**config.mk**
```make
export PLATFORM = sky130hd
export DESIGN_NAME = regfile_wb_sched
export DESIGN_NICKNAME = d
export VERILOG_FILES = /design/src/rtl/regfile_wb_sched.sv
export SDC_FILE = /design/constraint.sdc
export NUM_CORES = 1
export LEC_CHECK = 0
export BUFFER_PORTS_ARGS = -buffer_cell sky130_fd_sc_hd__buf_2
export CORE_ASPECT_RATIO = 0.7
export CORE_UTILIZATION = 35
export DETAILED_ROUTE_END_ITERATION = 10
export PLACE_DENSITY = 0.71
export SYNTH_ARGS = -nofsm -noshare
export SYNTH_HDL_FRONTEND = slang
export SYNTH_SLANG_ARGS = --single-unit
```
**constraint.sdc**
```tcl
create_clock -name clk -period 11.1 [get_ports clk]
set_clock_uncertainty 0.1 [all_clocks]
set_input_delay 1.11 -clock clk [delete_from_list [all_inputs] [get_ports clk]]
set_output_delay 1.11 -clock clk [all_outputs]
set_load 0.03 [all_outputs]
```
**src/rtl/regfile_wb_sched.sv**
```systemverilog
// regfile_wb_sched
//   Writeback scheduler and scoreboard for the register file's single write
//   port. Up to NUM_REQ writeback requesters are arbitrated round-robin onto
//   a registered write port. Per-register pending-write bits let issue logic
//   stall on RAW/WAW hazards.
//
//   Build option: define REGFILE_WB_SCOREBOARD_EN to include the scoreboard.
//   Without it there is no scoreboard storage: busy=0, claim_ready=1 outside
//   reset, and stray_wb=0.
//
// Ports
//   clk, rst_n             clock; synchronous active-low reset
//   req_valid/addr/data    per-requester writeback request (packed, i-th slice)
//   req_ready              combinational one-hot grant
//   rf_we/rd_addr/rd_data  registered register-file write port
//   grant_id               requester that drove the current rf_we cycle
//   claim_valid/addr       issue stage reserving a destination register
//   claim_ready            combinational claim acceptance
//   busy                   registered pending-write vector (bit 0 always 0)
//   stray_wb               sticky: writeback to a non-busy nonzero register
module regfile_wb_sched #(
  parameter int NUM_REQ    = 3,
  parameter int REG_COUNT  = 8,
  parameter int REG_ADDR_W = 3
) (
  input  logic                          clk,
  input  logic                          rst_n,
  input  logic [NUM_REQ-1:0]            req_valid,
  input  logic [NUM_REQ*REG_ADDR_W-1:0] req_addr,
  input  logic [NUM_REQ*32-1:0]         req_data,
  output logic [NUM_REQ-1:0]            req_ready,
  output logic                          rf_we,
  output logic [REG_ADDR_W-1:0]         rf_rd_addr,
  output logic [31:0]                   rf_rd_data,
  output logic [1:0]                    grant_id,
  input  logic                          claim_valid,
  input  logic [REG_ADDR_W-1:0]         claim_addr,
  output logic                          claim_ready,
  output logic [REG_COUNT-1:0]          busy,
  output logic                          stray_wb
);

  logic [1:0]            last_q;
  logic                  rf_we_q;
  logic [REG_ADDR_W-1:0] addr_q;
  logic [31:0]           data_q;
  logic [1:0]            gid_q;

  logic                  found;
  int                    win_idx;
  logic                  xfer;
  logic [REG_ADDR_W-1:0] win_addr;
  logic [31:0]           win_data;

  // Round-robin: search starts one past the last winner.
  always_comb begin
    found   = 1'b0;
    win_idx = 0;
    for (int k = 1; k <= NUM_REQ; k++) begin
      if (!found && req_valid[(int'(last_q) + k) % NUM_REQ]) begin
        found   = 1'b1;
        win_idx = (int'(last_q) + k) % NUM_REQ;
      end
    end
  end

  assign xfer      = rst_n && found;
  assign req_ready = xfer ? (NUM_REQ'(1) << win_idx) : '0;
  assign win_addr  = req_addr[win_idx*REG_ADDR_W +: REG_ADDR_W];
  assign win_data  = req_data[win_idx*32 +: 32];

  always_ff @(posedge clk) begin
    if (!rst_n) begin
      last_q  <= 2'(NUM_REQ - 1);
      rf_we_q <= 1'b0;
      addr_q  <= '0;
      data_q  <= '0;
      gid_q   <= '0;
    end else begin
      // r0 writes are accepted but never reach the register file.
      rf_we_q <= xfer && (win_addr != '0);
      if (xfer) begin
        addr_q <= win_addr;
        data_q <= win_data;
        gid_q  <= 2'(win_idx);
        last_q <= 2'(win_idx);
      end
    end
  end

  assign rf_we      = rf_we_q;
  assign rf_rd_addr = addr_q;
  assign rf_rd_data = data_q;
  assign grant_id   = gid_q;

`ifdef REGFILE_WB_SCOREBOARD_EN
  logic [REG_COUNT-1:0] busy_q, busy_d;
  logic                 stray_q, stray_d;
  logic                 wb_nz, claim_acc, claim_nz;

  assign wb_nz = xfer && (win_addr != '0);

  // A same-cycle writeback frees the register, so the claim may proceed.
  assign claim_ready = rst_n && ((claim_addr == '0) || !busy_q[claim_addr] ||
                                 (wb_nz && (win_addr == claim_addr)));
  assign claim_acc   = claim_valid && claim_ready;
  assign claim_nz    = claim_acc && (claim_addr != '0);

  always_comb begin
    busy_d  = busy_q;
    stray_d = stray_q;
    if (wb_nz) begin
      busy_d[win_addr] = 1'b0;
      if (!busy_q[win_addr] && !(claim_nz && (claim_addr == win_addr)))
        stray_d = 1'b1;
    end
    // Set after clear so a same-address claim keeps the bit high.
    if (claim_nz) busy_d[claim_addr] = 1'b1;
  end

  always_ff @(posedge clk) begin
    if (!rst_n) begin
      busy_q  <= '0;
      stray_q <= 1'b0;
    end else begin
      busy_q  <= busy_d;
      stray_q <= stray_d;
    end
  end

  assign busy     = busy_q;
  assign stray_wb = stray_q;
`else
  logic unused_claim;
  assign unused_claim = claim_valid ^ (^claim_addr);
  assign claim_ready  = rst_n;
  assign busy         = '0;
  assign stray_wb     = 1'b0;
`endif

endmodule

```
# Word-level counts from Yosys, hierarchy flattened
# Cells that the tools add are included.
[op_classes]
n_mul = 1
reduce_logical = 7
n_mux = 16
div_mod_pow = 3
add_sub_neg = 3
n_lt_le_gt_ge = 3
n_shift = 3
[ops]
columns = ["cell", "n"]
rows = [
  ["less-than comparator 32 x 4 -> 1 bit (second input constant)", 3],
  ["modulo 32 x 3 -> 32 bit (second input constant)", 3],
  ["two-way mux 32 bit", 3],
  ["indexed part select 96 x 32 -> 32 bit", 1],
  ["multiplier 32 x 3 -> 32 bit (second input constant)", 1],
  ["indexed part select 9 x 32 -> 3 bit", 1],
  ["<< shifter 1 x 32 -> 3 bit (first input constant)", 1],
  ["two-way mux 1 bit", 9],
  ["adder 2 x 2 -> 3 bit (second input constant)", 2],
  ["binary-select mux 1 bit (select 2 bit)", 3],
  ["logical AND 1 bit", 4],
  ["adder 2 x 1 -> 3 bit (second input constant)", 1],
  ["two-way mux 3 bit", 1],
  ["nonzero test 3 bit", 1],
  ["zero test 1 bit", 2],
]
[totals]
word_cells = 41
reg_bits = 40

# Logic depth before layout (Yosys ltp)
# Gate-level depths: netlist of the first run.
[logic_depth]
depth_word = 16
ltp_mapped = 21

# Worst setup path before layout of the first run
# Ideal clock, no wire load.
[synth_timing]
path_type = "input to output"
from = "in req_valid[1]"
to = "out req_ready[0]"
required_ps = 9890
cell_stages = 10
n_path_buf = 0
path_slack_ps = 6740
t_arrival_ps = 3150
path_cell_list = "and2b_1 o32a_1 o22ai_1 and3_1 a22oi_1 ha_1 o31ai_1 or4_1 nand2b_1 nor2_1"
[synth_via]
elab_chain_len = 12
word_cells_on_any_way = 22
cone_classes = "1 x shift; 16 x mux; 5 x reduce/logical"
[synth_lines]
columns = ["item", "line", "text"]
rows = [
  ["start, declared", "28", "input logic [NUM_REQ-1:0] req_valid,"],
  ["binary-select mux 1 bit (select 2 bit)", "60", "if (!found && req_valid[(int'(last_q) + k) % NUM_REQ]) begin"],
  ["two-way mux 1 bit (implied by the code) (2 in a row)", "60", ""],
  ["two-way mux 1 bit", "60", ""],
  ["zero test 1 bit", "60", ""],
  ["logical AND 1 bit", "60", ""],
  ["two-way mux 1 bit", "60", ""],
  ["zero test 1 bit", "60", ""],
  ["logical AND 1 bit", "60", ""],
  ["two-way mux 32 bit / two-way mux 1 bit (equally long branches)", "60", ""],
  ["<< shifter 1 x 32 -> 3 bit / logical AND 1 bit (equally long branches)", "68, 67", ""],
  ["two-way mux 3 bit (*)", "68", "assign req_ready = xfer ? (NUM_REQ'(1) << win_idx) : '0;"],
  ["end, declared", "31", "output logic [NUM_REQ-1:0] req_ready,"],
]
# Every way passes the cells marked *; elsewhere a longest branch is shown, timed or not. The select of a mux whose other input is x is not followed.

# Final worst setup path of the first run
[layout_timing]
from = "reg last_q[1]"
to = "out req_ready[0]"
[layout_via]
elab_chain_len = 14
word_cells_on_any_way = 28
cone_classes = "3 x add/sub; 3 x div; 1 x shift; 16 x mux; 5 x reduce/logical"
[layout_lines]
columns = ["item", "line", "text"]
rows = [
  ["start, declared", "43", "logic [1:0] last_q;"],
  ["start signal, assigned", "74", "last_q <= 2'(NUM_REQ - 1);"],
  ["start signal, assigned", "86", "last_q <= 2'(win_idx);"],
  ["adder 2 x 1 -> 3 bit", "60, 62", ""],
  ["modulo 32 x 3 -> 32 bit", "60, 62", ""],
  ["binary-select mux 1 bit (select 2 bit)", "60", ""],
  ["two-way mux 1 bit (implied by the code) (2 in a row)", "60", ""],
  ["two-way mux 1 bit", "60", ""],
  ["zero test 1 bit", "60", ""],
  ["logical AND 1 bit", "60", ""],
  ["two-way mux 1 bit", "60", ""],
  ["zero test 1 bit", "60", ""],
  ["logical AND 1 bit", "60", ""],
  ["two-way mux 32 bit / two-way mux 1 bit (equally long branches)", "60", ""],
  ["<< shifter 1 x 32 -> 3 bit / logical AND 1 bit (equally long branches)", "68, 67", ""],
  ["two-way mux 3 bit (*)", "68", ""],
]
# Marks and branches as above.

==> metrics, run 1 <==
Async SR Flop Fraction=0; Synth warnings=0; start of the worst register-to-register path=last_q[1]$_SDFFE_PN1P_; Seq/Total Area, Yosys=0.270; initial antenna violation count=0; outcome=complete, no violations; die height=78.1 um; CP Buf/Inv Count=2; Sw Ratio=0.418; PwrDens=208 nW/um2; Port Buffers=151; CTS buffer count=5; Comb power frac=0.520; Post-DP HPWL=5950 um; Hold Crit Start=rf_rd_addr[0]$_SDFFE_PN0P_; Crit Path Category=reg -> out; number of slew-limit violations in the final report=0; share of layout cells above drive strength 1=0.379; vias in the first global route=2659; CP max stage delay=0.45 ns; R2R Path End=rf_we$_SDFF_PN0_; largest net degree at the start of global routing=70; sequential cell fraction of total power=0.249; n_diodes=0; internal cell power=0.000466 W; clk buf depth=2; Hold Path End=rf_rd_addr[0]$_SDFFE_PN0P_; final hold slack=0.349 ns; slowest cell on the critical path=dfxtp_1; number of synthesized flops with an enable pin=0; r2r worst-path depth=18; total iterations of the first detailed-routing run=4; Critical Path RT=9.89 ns; Antenna Nets Post-Route=0; Clk pin slew, worst setup/hold paths=0.06 ns; Critical Path, Cell by Cell=inv_1, ha_1, and2b_1, o32a_1, o22ai_1, and3_1, a22oi_1, ha_1, o31ai_1, or4_1, nand2b_1, nor2_1, buf_2; die width=111 um; die area=8650 um2; # IOs=165; setup TNS=0 ns; Placement Rows=27; RSZ-0062 raised after global routing=false; Core Area=7940 um2; syn avg cell area=8.57 um2; CP Launch Type=flip-flop; CTS tree=yes; starting density of the core=0.365; Routed WL=7690 um; Distinct cells, synth=56; worst hold path type=reg -> reg; Fin. Hold Viols=0; clock root buffer=clkbuf_16; Net Switching=0.000334 W; post-cts sizing count=0; Cells on Worst Hold Path=2; post-synthesis cell count=338; Seq cells post-synth=39; Max VDD drop=0.0822 mV; Clk pwr share=0.231; CTS Hold Buffers Added=0; GRT Overall Usage=0.174; crit path max fanout=12; Synth Flop Type=dfxtp_1; most frequent cells in the layout=buf_2, nor2_1, a21oi_1, dfxtp_1, mux2i_1; Synth Cell Area=2900 um2; crit path time final=4.79 ns; r2r setup slk=6.37 ns; FMAX=209 MHz; commonest non-fill, non-tap cell in the layout=buf_2; most numerous cell on the critical path=ha_1; clock sinks=39; initial DRC count=148; Arr. time, crit path=3.58 ns; DRC viols=0; first-pass GRT wire length=12300 um; Lkg Pwr=1.93 nW; vias per cell=5.09; buffer count from post-CTS setup fixing=0; Slew HR=0.541; CP delay by family, top=simple AND/OR/NAND/NOR gates; Worst Max-Slew Pin Slew=0.688 ns; Clk Latency, worst-skew pair=0.28 ns; Worst setup EP type=primary output; total grt overflow=0; fin crit share=0.432; Max-Cap Viols=0; Max H-tree Level=2; GPL Wtd Cong=0.839; nets=606; final setup fails=0; Area growth, synth to finish=32.8%; detailed-route via count=2930; post-DR wirelength/cell=13.3 um
## power groups by stage
stage               combinational (W)  clock (W)  sequential [W]
floorplan                    0.000238          0        0.000274
global placement             0.000408          0        0.000201
detailed placement           0.000418          0        0.000201
CTS                          0.000419   0.000190        0.000199
global route                 0.000454   0.000196        0.000205
finish                       0.000416   0.000185        0.000199
## synth_stat cells (6+ instances only)
library cell	count	area, um2
ha_1	17	213
nand2_1	8	30.0
buf_2	8	40.0
mux2i_1	36	360
o21ai_0	6	30.0
nor2_1	45	169
inv_1	17	63.8
buf_4	13	97.6
a21oi_1	39	195
dfxtp_1	39	781
clkbuf_1	12	45.0
a22o_1	32	280
## layer usage
layer	global-route usage	vias to the layer above	routed length, um
li1	-	1479	-
met1	0.234	1335	3680
met2	0.284	111	3460
met3	0.0417	5	498
met4	0.0373	0	46
met5	0	-	0
## worst register-to-register path, delay by kind of cell (launching register included)
family          cells  cell delay (ns)
flops               1             0.38
fa+ha+maj           3             1.06
simple gates        3             0.81
buf+inv             2             0.33
xor+xnor            2             0.55
compound gates      8             1.40
## layout make-up
| type | instances | area (um2) |
|---|---|---|
| Multi-Input combinational cell | 254 | 1890 |
| Fill cell | 773 | 4100 |
| Sequential cell | 39 | 781 |
| Clock inverter | 2 | 60.1 |
| Tap cell | 101 | 126 |
| Inverter | 19 | 71.3 |
| Clock buffer | 6 | 129 |
| Timing Repair Buffer | 155 | 786 |
## sequential cells by signal (all words and copies together) (netlist names)
name	cells
last_q	2
rf_rd_data	32
rf_rd_addr	3
rf_we	1
grant_id	1
## worst max-delay path by stage
stage	startpoint	endpoint	slack [ns]	cells past startpoint
floorplan	req_valid[1]	req_ready[0]	6.74	10
global placement	req_valid[1]	rf_we$_SDFF_PN0_	6.37	17
detailed placement	req_valid[1]	rf_we$_SDFF_PN0_	6.31	17
CTS	last_q[1]$_SDFFE_PN1P_	req_ready[1]	6.30	13
global route	last_q[1]$_SDFFE_PN1P_	req_ready[1]	6.04	13
finish	last_q[1]$_SDFFE_PN1P_	req_ready[0]	6.31	13
## per-stage QoR
step	instance area, um2	total power [W]	util	instances	worst slack [ns]
2_1_floorplan	2930	0.000513	-	346	6.74
3_3_place_gp	3650	0.000609	0.460	568	6.37
3_5_place_dp	3650	0.000619	0.460	568	6.31
4_1_cts	3840	0.000809	0.484	576	6.30
5_1_grt	3840	0.000854	0.484	576	6.04
6_report	3840	0.000801	0.484	576	6.31
## cells by family after synthesis
kind of cell / after synthesis / synth area share
multiplexers: 42 / 0.165
AO/OA/AOI/OAI: 98 / 0.238
adder cells (fa/ha/maj): 19 / 0.0843
AND/OR/NAND/NOR: 83 / 0.135
flip-flops: 39 / 0.270
buffers and inverters: 53 / 0.0916
other: 1 / 0.00130
XOR/XNOR: 3 / 0.0156
No activity file was read; power rests on OpenSTA's default activity.
==> run 2, diff against run 1 <==
PLACE_DENSITY = 0.74   (was 0.71)
clock period = 4.1 ns   (was 11.1 ns; I/O delays follow)
==> metrics, run 2 (synthesis results as in run 1) <==
slowest cell on the critical path=ha_1; Critical Path, Cell by Cell=buf_4, ha_1, buf_4, nand2b_1, o32a_1, o22ai_1, and3_1, a22oi_2, inv_2, ha_1, ha_1, a21o_1, a21oi_2, xor2_1, buf_4, xnor2_4, a21oi_1, or3_1, a31o_1, o211ai_1; FMAX=253 MHz; grt met1 use=0.251 (+0.0173); clk buf depth=2 (unchanged); max reg flops=32 (unchanged); post-DR wirelength/cell=13.5 um (+1.0%); M2 GR Usage=0.289 (+0.00497); Post-DP HPWL=6140 um (+3.2%); CP Buf/Inv Count=4 (+2); Slew HR=0.531 (-0.0103); outcome=complete, no violations; fin crit share=0.964; Area growth, synth to finish=36.3%; Max VDD drop=0.245 mV (+200%); initial antenna violation count=0 (unchanged); total iterations of the first detailed-routing run=4 (unchanged); Max-Cap Viols=0 (unchanged); Placement Rows=27 (unchanged); CTS tree=yes; Crit Path Category=reg -> reg; CP max stage delay=0.33 ns (-0.12 ns); final setup fails=0 (unchanged); CP delay by family, top=compound AO/OA/AOI/OAI gates; number of slew-limit violations in the final report=0 (unchanged); met3 usage=0.0386 (-0.00309); placed cell count=581 (+2.3%); Lkg Pwr=1.99 nW (+3.1%); crit path time final=3.95 ns; DP Area=3750 um2 (+2.7%); Clk Latency, worst-skew pair=0.28 ns (about the same); GRT Overall Usage=0.182 (+0.00773); Routed WL=7940 um (+3.3%); Arr. time, crit path=4.05 ns (+0.47 ns); clock sinks=39 (unchanged); vias in the first global route=2715 (+2.1%); largest net degree at the start of global routing=69 (-1.4%); GRT busiest layer=met2; die height=78.1 um (unchanged); first-pass GRT wire length=12800 um (+4.3%); worst hold path type=in -> reg; Final Cell Area=3950 um2 (+2.7%); Max H-tree Level=2 (unchanged); total grt overflow=0 (unchanged); CTS buffer count=5 (unchanged); n_diodes=0 (unchanged); fin cells=589 (+2.3%); Port Buffers=151 (unchanged); Antenna Nets Post-Route=0 (unchanged); Clk pin slew, worst setup/hold paths=0.06 ns (about the same); setup TNS=0 ns (unchanged); Core Area=7940 um2 (unchanged); nets=619 (+2.1%); Critical Path RT=4.20 ns (-5.69 ns); # IOs=165 (unchanged); PwrDens=548 nW/um2 (+160%); crit path max fanout=10 (-2); DRC viols=0 (unchanged); CP Launch Type=flip-flop; Fin. Hold Viols=0 (unchanged); initial DRC count=143 (-3.4%); die width=111 um (unchanged); Worst setup EP type=flip-flop; starting density of the core=0.365 (unchanged); most frequent cells in the layout=buf_2, nor2_1, dfxtp_1, a21oi_1, mux2i_1; GPL Wtd Cong=0.800 (-4.6%); detailed-route via count=2996 (+2.3%); Worst Max-Slew Pin Slew=0.703 ns (+0.0154 ns); buffer count from post-CTS setup fixing=0 (unchanged); share of layout cells above drive strength 1=0.408 (+0.0288); clock root buffer=clkbuf_16; commonest non-fill, non-tap cell in the layout=buf_2; Fillers=761 (-1.6%); die area=8650 um2 (unchanged); vias per cell=5.09 (about the same)
run 2: repair_timing:
| item | in CTS | in global routing |
|---|---|---|
| hold buffers | 0 | 0 |
| gates resized for setup | 0 | 6 |
| setup endpoints to repair | 0 | 4 |
run 2: power breakdown:
part,internal [W],switching (W),leakage [nW]
Combinational,0.000461,0.000715,1.58
Clock,0.000303,0.000151,0.0868
Sequential,0.000486,0.0000494,0.321
Total,0.00125,0.000915,1.99
run 2: final cells by class:
cell class	instances	area, um2	share of cell area
inverters	19	71.3	0.0181
repair buffers	168	887	0.225
clock inverters	2	35.0	0.00887
well taps	101	126	0.0320
multi-input cells	254	1910	0.483
flip-flops and latches	39	781	0.198
clock buffers	6	139	0.0352
run 2: metal layers:
layer  vias to the layer above  wire length (um)
li1                       1504                 -
met1                      1378              3830
met2                       110              3510
met3                         4               524
met4                         0                72
met5                         -                 0
run 2: worst register-to-register path: stages (launching register included):
cell and delay [ns]:
dfxtp_1 0.31, buf_4 0.14, ha_1 0.23, buf_4 0.19
nand2b_1 0.10, o32a_1 0.18, o22ai_1 0.09, and3_1 0.22
a22oi_2 0.20, inv_2 0.06, ha_1 0.33, ha_1 0.30
a21o_1 0.17, a21oi_2 0.14, xor2_1 0.16, buf_4 0.16
xnor2_4 0.12, a21oi_1 0.08, or3_1 0.31, a31o_1 0.21
o211ai_1 0.07
run 2: per-stage QoR:
stage | utilization | power (W) | worst slack (ns) | hold slack [ns]
after floorplan | - | 0.00139 | 0.0118 | 0.399
after global placement | 0.473 | 0.00169 | 0.180 | 0.335
after detailed placement | 0.473 | 0.00171 | 0.0938 | 0.346
after CTS | 0.495 | 0.00218 | 0.0707 | 0.317
after global routing | 0.497 | 0.00232 | -0.000278 | 0.340
final | 0.497 | 0.00216 | 0.148 | 0.321
run 2: final timing paths:
| check | from | endpoint | slack [ns] | depth (start not counted) |
|---|---|---|---|---|
| worst max register to register | last_q[0]$_SDFFE_PN0P_ | rf_we$_SDFF_PN0_ | 0.15 | 20 |
| worst min-delay path | rst_n | last_q[1]$_SDFFE_PN1P_ | 0.32 | 2 |
| worst min register to register | rf_rd_addr[0]$_SDFFE_PN0P_ | rf_rd_addr[0]$_SDFFE_PN0P_ | 0.35 | 2 |
| worst max-delay path | last_q[0]$_SDFFE_PN0P_ | rf_we$_SDFF_PN0_ | 0.15 | 20 |
==> run 3, diff against run 2 <==
CORE_UTILIZATION = 30   (was 35)
CTS_BUF_LIST = sky130_fd_sc_hd__clkbuf_2 sky130_fd_sc_hd__clkbuf_4 sky130_fd_sc_hd__clkbuf_8   (was default)
PLACE_DENSITY = 0.65   (was 0.74)
==> metrics, run 3 (synthesis results as in run 1) <==
fin crit share=0.944 (-0.0195); first-pass GRT wire length=12800 um (unchanged); crit path launch=last_q[1]$_SDFFE_PN1P_; total iterations of the first detailed-routing run=4 (unchanged); CTS buffer count=5 (unchanged); Arr. time, crit path=3.98 ns (-0.07 ns); Comb power frac=0.564 (+0.021); CTS tree=yes; crit path max fanout=7 (-3); starting density of the core=0.314 (-0.0506); vias in the first global route=2788 (+2.7%); Hold Crit Start=rst_n; clock root buffer=clkbuf_8; final setup fails=0 (unchanged); initial DRC count=106 (-26%); Slew HR=0.491 (-0.0406); Routed WL=8080 um (+1.9%); FMAX=258 MHz (+2.1%); total grt overflow=0 (unchanged); Sw Ratio=0.428 (+0.00477); Worst Max-Slew Pin Slew=0.763 ns (+0.0601 ns); Critical Path RT=4.21 ns (about the same); nets=622 (+0.48%); max reg flops=32 (unchanged); crit path time final=3.87 ns (-0.0799 ns); Lkg Pwr=1.98 nW (-0.43%); start of the worst register-to-register path=last_q[1]$_SDFFE_PN1P_; worst slack at placement=0.127 ns (+0.0333 ns); clock sinks=39 (unchanged); Crit Path Category=reg -> reg; CP delay by family, top=compound AO/OA/AOI/OAI gates; internal cell power=0.00121 W (-3.1%); outcome=complete, no violations; Clk pin slew, worst setup/hold paths=0.08 ns (+0.02 ns); n_diodes=0 (unchanged); post-DR wirelength/cell=13.1 um (-2.5%); detailed-route via count=2973 (-0.77%); slowest cell on the critical path=o32a_1; CP Launch Type=flip-flop; largest net degree at the start of global routing=69 (unchanged); CTS Hold Buffers Added=0 (unchanged); die height=84.2 um (+7.8%); final hold slack=0.322 ns (+0.00189 ns); die area=10100 um2 (+16%); Area growth, synth to finish=37.1%; Final Cell Area=3970 um2 (+0.57%); Max VDD drop=0.219 mV (-11%); Port Buffers=151 (unchanged); Post-DP HPWL=6130 um (-0.15%); CP Buf/Inv Count=4 (unchanged); fin worst setup slack=0.228 ns (+0.0799 ns); vias per cell=4.83 (-5.0%); Max H-tree Level=2 (unchanged); Critical Path, Cell by Cell=inv_2, ha_2, and2b_1, o32a_1, o22ai_2, and3_1, a22oi_2, inv_2, ha_1, ha_1, a21o_1, a21oi_1, xor2_1, buf_4, xnor2_4, buf_4, nand4_1, o211ai_1, nand3_1, o211ai_1; # IOs=165 (unchanged); commonest non-fill, non-tap cell in the layout=buf_2; GPL Wtd Cong=0.847 (+5.8%); Antenna Nets Post-Route=0 (unchanged); Pwr Total=0.00211 W (-2.3%); most frequent cells in the layout=buf_2, nor2_1, a21oi_1, dfxtp_1, mux2i_1; Clk pwr share=0.184 (-0.025); Net Switching=0.000904 W (-1.2%); clk buf depth=2 (unchanged); Fin. Hold Viols=0 (unchanged); DRC viols=0 (unchanged); sequential cell fraction of total power=0.252 (+0.005); Placement Rows=29 (+7.4%); number of slew-limit violations in the final report=0 (unchanged); CP max stage delay=0.33 ns (about the same); Clk Latency, worst-skew pair=0.28 ns (about the same); die width=119 um (+7.9%); Core Area=9220 um2 (+16%); Worst setup EP type=flip-flop; share of layout cells above drive strength 1=0.415 (+0.00769); DP Area=3790 um2 (+0.97%); PwrDens=533 nW/um2 (-2.9%); initial antenna violation count=0 (unchanged); GRT Overall Usage=0.157 (-0.0245); Max-Cap Viols=0 (unchanged); worst hold path type=in -> reg; setup TNS=0 ns (unchanged)
[run 3: per-layer routing]
layer,global-route usage,wire (um),part of all wire,vias up
met2,0.273,3730,0.46,99
met5,0,0,0,-
met4,0.0205,25,0.0031,0
met1,0.202,3810,0.47,1371
li1,-,-,-,1501
met3,0.0387,515,0.064,2
[run 3: metrics by stage]
stage / std cells / utilization
floorplan: 346 / -
detailed placement: 605 / 0.411
finish: 615 / 0.431
global placement: 605 / 0.411
CTS: 613 / 0.426
global route: 615 / 0.431
[run 3: final timing paths]
kind,endpoint,slack [ns],cells after the start
worst max-delay path,rf_we$_SDFF_PN0_,0.23,20
worst min-delay path,last_q[1]$_SDFFE_PN1P_,0.32,2
worst max register to register,rf_we$_SDFF_PN0_,0.23,20
worst min register to register,rf_rd_addr[0]$_SDFFE_PN0P_,0.36,2
[run 3: final cells by class]
class | instances | area, um2
Clock buffer | 6 | 76.3
Clock inverter | 2 | 60.1
Fill cell | 934 | 5250
Inverter | 19 | 71.3
Multi-Input combinational cell | 254 | 1920
Sequential cell | 39 | 781
Tap cell | 124 | 155
Timing Repair Buffer | 171 | 910
[run 3: power groups by stage]
stage          registers (W)  logic [W]  clock network (W)
5_1_grt             0.000547    0.00130           0.000421
3_5_place_dp        0.000540    0.00118                  0
3_3_place_gp        0.000539    0.00116                  0
4_1_cts             0.000534    0.00118           0.000407
6_report            0.000533    0.00119           0.000389
2_1_floorplan       0.000743   0.000646                  0
[run 3: what timing repair did]
item / CTS / global route
gates resized for setup: 0 / 8
setup endpoints to repair: 0 / 4
setup buffers: 0 / 2
